**config.mk**
```make
export PLATFORM = sky130hd
export DESIGN_NAME = register_file_dump_controller
export DESIGN_NICKNAME = d
export VERILOG_FILES = /design/src/rtl/register_file_dump_controller_pkg.sv /design/src/rtl/register_file_dump_controller.sv
export SDC_FILE = /design/constraint.sdc
export NUM_CORES = 1
export LEC_CHECK = 0
export ABC_AREA = 1
export CAP_MARGIN = 10
export CORE_ASPECT_RATIO = 1.75
export CORE_MARGIN = 1.5
export CORE_UTILIZATION = 37
export DETAILED_ROUTE_END_ITERATION = 6
export PLACE_DENSITY = 0.76
export SLEW_MARGIN = 20
export SYNTH_ARGS = -nofsm -noshare
export SYNTH_HDL_FRONTEND = slang
export SYNTH_SLANG_ARGS = --single-unit
```
**constraint.sdc**
```tcl
create_clock -name i_clock -period 1.5 [get_ports i_clock]
set_input_delay 0.225 -clock i_clock [delete_from_list [all_inputs] [get_ports i_clock]]
set_output_delay 0.225 -clock i_clock [all_outputs]
set_load 0.02 [all_outputs]
```
**src/rtl/register_file_dump_controller_pkg.sv**
```systemverilog
// Shared constants for the register file dump controller: default sizing
// and the dump FSM state encoding.
package register_file_dump_controller_pkg;

  localparam int unsigned DEF_CANT_REGISTROS              = 32;
  localparam int unsigned DEF_CANT_BITS_REGISTROS         = 32;
  localparam int unsigned DEF_CANT_BITS_ADDRESS_REGISTROS = 5;

  typedef enum logic [2:0] {
    ST_IDLE      = 3'd0,
    ST_WAIT_HALT = 3'd1,
    ST_READ      = 3'd2,
    ST_SEND      = 3'd3,
    ST_DONE      = 3'd4
  } dump_state_t;

endpackage

```
**src/rtl/register_file_dump_controller.sv**
```systemverilog
// Halts the pipeline, walks register file port A from index 0 to the last
// register and streams each value out over a valid/ready handshake.
module register_file_dump_controller
  import register_file_dump_controller_pkg::*;
#(
  parameter int unsigned CANT_REGISTROS              = DEF_CANT_REGISTROS,
  parameter int unsigned CANT_BITS_REGISTROS         = DEF_CANT_BITS_REGISTROS,
  parameter int unsigned CANT_BITS_ADDRESS_REGISTROS = DEF_CANT_BITS_ADDRESS_REGISTROS
) (
  input  logic                                   i_clock,
  input  logic                                   i_soft_reset,
  input  logic                                   i_start,
  input  logic                                   i_pipeline_halted,
  input  logic [CANT_BITS_ADDRESS_REGISTROS-1:0] i_reg_A_pipeline,
  output logic [CANT_BITS_ADDRESS_REGISTROS-1:0] o_reg_A,
  input  logic [CANT_BITS_REGISTROS-1:0]         i_data_A,
  output logic                                   o_stall_request,
  output logic [CANT_BITS_REGISTROS-1:0]         o_data,
  output logic [CANT_BITS_ADDRESS_REGISTROS-1:0] o_reg_index,
  output logic                                   o_data_valid,
  input  logic                                   i_data_ready,
  output logic                                   o_busy,
  output logic                                   o_done
);

  localparam logic [CANT_BITS_ADDRESS_REGISTROS-1:0] LAST_INDEX =
    CANT_BITS_ADDRESS_REGISTROS'(CANT_REGISTROS - 1);

  dump_state_t                            state;
  logic [CANT_BITS_ADDRESS_REGISTROS-1:0] index;

  always_ff @(posedge i_clock) begin
    if (i_soft_reset) begin
      state        <= ST_IDLE;
      index        <= '0;
      o_data       <= '0;
      o_reg_index  <= '0;
      o_data_valid <= 1'b0;
    end else begin
      case (state)
        ST_IDLE: begin
          if (i_start) state <= ST_WAIT_HALT;
        end
        ST_WAIT_HALT: begin
          index <= '0;
          if (i_pipeline_halted) state <= ST_READ;
        end
        ST_READ: begin
          o_data       <= i_data_A;
          o_reg_index  <= index;
          o_data_valid <= 1'b1;
          state        <= ST_SEND;
        end
        ST_SEND: begin
          // Terminal index ends the walk instead of wrapping back to 0.
          if (o_data_valid && i_data_ready) begin
            o_data_valid <= 1'b0;
            if (index == LAST_INDEX) begin
              state <= ST_DONE;
            end else begin
              index <= index + 1'b1;
              state <= ST_READ;
            end
          end
        end
        ST_DONE: state <= ST_IDLE;
        default: state <= ST_IDLE;
      endcase
    end
  end

  // The pipeline decoder owns port A only while idle; the dump owns it otherwise.
  always_comb begin
    o_reg_A = (state == ST_IDLE) ? i_reg_A_pipeline : index;
  end

  assign o_busy          = (state != ST_IDLE);
  assign o_stall_request = (state != ST_IDLE);
  assign o_done          = (state == ST_DONE);

endmodule

```
# Word-level counts from Yosys, hierarchy flattened
# Index checks and enable logic that the tools add are counted.
# word_totals
in_bits	42
elab_cells	34
out_inout_bits	46
reg_bits	46
# op_classes
eq_ne	9
mux	11
add_sub_neg	1
reduce_logical	8
# ops
cell	n
$mux W5	3
$mux W3	4
$pmux W3 S4	1
$pmux W5 S2	1
$ne A2 B2 Y1 const B	4
$eq A3 B2 Y1 const B	2
$reduce_and A3 Y1	2
$add A5 B1 Y5 const B	1
$eq A5 B5 Y1 const B	1
$reduce_bool A2 Y1	2
$eq A3 B1 Y1 const B	1
$eq A3 B3 Y1 const B	1
$logic_not A3 Y1	1
$reduce_bool A3 Y1	1
$pmux W1 S2	1
$reduce_and A2 Y1	1
$logic_and A1 B1 Y1	1
$mux W1	1

# Depth between registers and ports, before layout
# logic_depth
word_depth	4
ltp_mapped	11
ltp_nobuf	11

# Worst setup path after synthesis
# OpenSTA, ideal clock, no wires.
# synth_timing
path_kind	reg2out
from	reg state[1]
to	out o_reg_A[1]
slack_ns	0.088
t_required_ns	1.275
path_stages_with_launch	4
path_buffers	0
arrival_time_ns	1.187
path_cell_list	dfxtp_1 -> inv_1 -> nand2_2 -> mux2_2
# synth_between
elab_chain_len	2
# synth_rtl
item	line_no	text
from (decl)	register_file_dump_controller.sv:29	dump_state_t state;
from (signal assigned)	register_file_dump_controller.sv:34	state <= ST_IDLE;
from (signal assigned)	register_file_dump_controller.sv:42	if (i_start) state <= ST_WAIT_HALT;
from (signal assigned)	register_file_dump_controller.sv:46	if (i_pipeline_halted) state <= ST_READ;
$logic_not A3 Y1	register_file_dump_controller.sv:74	o_reg_A = (state == ST_IDLE) ? i_reg_A_pipeline : index;
$mux W5	register_file_dump_controller.sv:74	
to (decl)	register_file_dump_controller.sv:15	output logic [CANT_BITS_ADDRESS_REGISTROS-1:0] o_reg_A,
# No other way between the ends.

# Worst setup path in the final report
# Same ends and word-level chain as after synthesis.

==> impl_metrics.yaml <==
finish:
  n_antenna_cell: 0
  drive_gt1_share_pct: 19.9
  fin_nets: 395
  syn_to_final_growth_pct: 68.5
  fillers: 423
  stdcell_count: 406
  fin_util_pct: 63.8
logic_synthesis:
  synth_xor_area_share_pct: 0
  async_reset_ff_share_pct: 0
  post-synth-top-area-cell: "dfxtp_1"
  synth_top_area_share_pct: 49.3
  synth_fa_ha_area_share_pct: 1.34
  synthesis.nets: 290
  muxShareOfSynthArea_pct: 1.21
  synth-compound-area-share_pct: 13.7
  synth_edf_count: 0
  synthSimpleGateAreaFrac_pct: 28.0
  synth-warning-count: 0
  syn_area_sq_mm: 0.00187
  syn_area_per_cell_sq_um: 7.59
  yosysSeqAreaShare_pct: 49.3
  yosysUniqueCellTypes: 24
  ys_seq_elements: 46
  netlist_instances: 246
  synth_top_family_by_area: "simple AND/OR/NAND/NOR gates"
  synthTopCellsByArea: "dfxtp_1 49%, nor2_1 16%, o21ai_0 9.4%, nand2_1 4.0%, a21oi_1 2.7%"
  ys.flop_type: "dfxtp_1"
routing:
  routed_wl_mm: 5.21
  antenna_left: 0
  drt_iter0_drc: 55
  detail_route.vias_per_cell: 4.83
  route.detailed.drc: 0
  dr.pass1.iters: 4
  wl_per_cell_microns: 12.8
  num_vias: 1963
critical_path:
  cp_max_fo: 5
  cp_slowest_stage_delay_ns: 0.35
  cp-end-kind: "primary output"
  crit_chain: "inv_2, nand2_4, mux2_2, buf_4"
  cp_slowest_cell: "dfxtp_1"
  critPathBufInv: 2
  critPathKind: "reg2out"
  crit_path_start_kind: "flop"
  crit_family: "flip-flops"
  r2r_slack_ns: 0.03
  worst-r2r-cell-count: 10
  reg2reg_to: "index[3]$_SDFFE_PP0P_"
  r2r-start: "index[1]$_SDFFE_PP0P_"
  cp.arrival_ns: 1.32
  startpoint: "state[1]$_SDFFE_PP0P_"
  required_ns: 1.27
timing:
  slew_viol_final: 0
  slew_headroom_pct: 81.9
  setup_violations: 5
  hold_viol: 0
  worst_slack_ns: -0.0490
  worst_pin_slew_ns: 0.271
  clock_skew_ns: 0.00546
  whs_ns: 0.481
  timing.fmax_mhz: 646
  finalCriticalPeriod_ns: 1.55
  period_share_pct: 103
  rsz0062_at_grt: "yes"
clock_tree:
  ctsLongestPathBuffers: 2
  clk_pin_slew_ns: 0.08
  cts-root-buf: "clkbuf_8"
  numCtsBuffers: 5
  cts_tree: "yes"
  htree_num_levels: 2
  cts_num_sinks: 46
  clock_latency_ns: 0.29
global_routing:
  first_global_vias: 1819
  grt_start_max_net_pins: 41
  gr-usage-all-layers_pct: 18.8
  antenna_found_initial: 0
  grt_pass1_wl_mm: 8.31
  overflow: 0
die:
  core_area_sq_mm: 0.00493
  die_h_microns: 97.0
  dieArea_sq_mm: 0.00550
  fp.dieW_microns: 56.7
  io_pins: 88
  floorplan.initialDensity_pct: 37.9
  rows: 34
placement:
  gp_congestion: 0.800
  dp_cells: 392
  port_buffers: 87
  dp_hpwl_mm: 3.49
  place_ws_ns: -0.232
power:
  power.leakage_nw: 1.42
  peakVddDrop_mv: 0.891
  p_per_area_mw_per_mm2: 1110
hold_path:
  min_to: "o_data_valid$_SDFFE_PP0P_"
  hp-start: "o_data_valid$_SDFFE_PP0P_"
  hold_depth: 2
  hold_class: "reg2reg"
flow_run:
  cap_violations: 0
run_status:
  outcome: "complete, but fails checks"
  violations: "setup timing"
cell type report:
cell class	instances	area [sq um]	area share (%)
clock inverter	1	30.0	0.954
clock buffer	7	76.3	2.42
timing repair buffer	109	1080	34.3
inverter	13	48.8	1.55
tap	54	67.6	2.15
multi-input combinational	176	913	29.0
sequential	46	932	29.6
power by group:
part	internal, mW	total [mW]	switching, mW
clock	0.499	0.897	0.398
combinational	0.564	1.18	0.621
sequential	1.35	1.41	0.0619
total	2.41	3.49	1.08
tightest hold or removal path: cells and delay by family, from the launching register on:
kind               cells  cell delay, ns
AOI/OAI and AO/OA      1            0.05
DFF                    1            0.33
and+or+nand+nor        1            0.06
sequential cells by signal, indices dropped and copies added, names as in the netlist:
name	flops
o_data	32
index	5
o_reg_index	5
state	3
o_data_valid	1
cells in the final DEF, fill, tap and decap left out, types with 5 or more instances in the layout:
master,n
a21oi_1,6
a21oi_2,5
buf_4,20
buf_6,5
clkbuf_8,5
clkdlybuf4s50_1,68
dfxtp_1,41
dlymetal6s2s_1,9
inv_1,10
nand2_1,17
nand2_4,6
nand3_1,8
nor2_1,76
nor2_4,5
o21ai_0,31
o21ai_1,7
how the worst max path moves through the flow:
stage | end | cells past startpoint
3_3_place_gp | o_reg_A[4] | 4
4_1_cts | o_reg_A[1] | 4
6_report | o_reg_A[1] | 4
2_1_floorplan | o_reg_A[1] | 3
3_5_place_dp | o_reg_A[4] | 4
5_1_grt | o_reg_A[1] | 4
through the flow:
stage,power (mW),area (sq um),setup TNS [ns]
6_report,3.49,3150,-0.146
5_1_grt,3.67,3150,-0.524
4_1_cts,3.46,3010,-0.172
3_5_place_dp,2.58,2890,-1.13
3_3_place_gp,2.55,2890,-0.929
2_1_floorplan,2.04,1870,0
synthesized netlist by cell type (2+ instances only):
cell type,n
nand2_1,20
buf_4,4
nand3_1,8
o21ai_1,3
clkbuf_1,3
nand2_4,2
nand2_2,4
ha_1,2
nand4_1,2
dfxtp_1,46
nor2_2,3
nor2_4,2
mux2_2,2
nor2_1,79
inv_2,2
clkbuf_2,3
inv_1,11
a21oi_1,10
o21ai_0,35
cells by family (layout without fill, tap and decap cells):
logic type      after synthesis  in the layout
simple gates                121            122
compound gates               50             50
flops                        46             46
buf+inv                      25            130
fa+ha+maj                     2              2
mux                           2              2
per-layer routing:
| metal | up-vias | global-route usage, % | wire length [microns] |
|---|---|---|---|
| met1 | 876 | 21.1 | 2040 |
| li1 | 999 | - | - |
| met3 | 12 | 3.21 | 270 |
| met2 | 76 | 32.6 | 2720 |
| met5 | - | 0 | 0 |
| met4 | 0 | 10.4 | 178 |
timing repair:
item / in CTS / in global routing
pin swaps: 5 / 9
setup endpoints to repair: 13 / 42
hold buffers: 0 / 0
resized for setup: 41 / 38
gates cloned: 1 / 0
setup buffers: 1 / 4
hold endpoints to repair: 0 / 0
(Power assumes the default switching activity.)
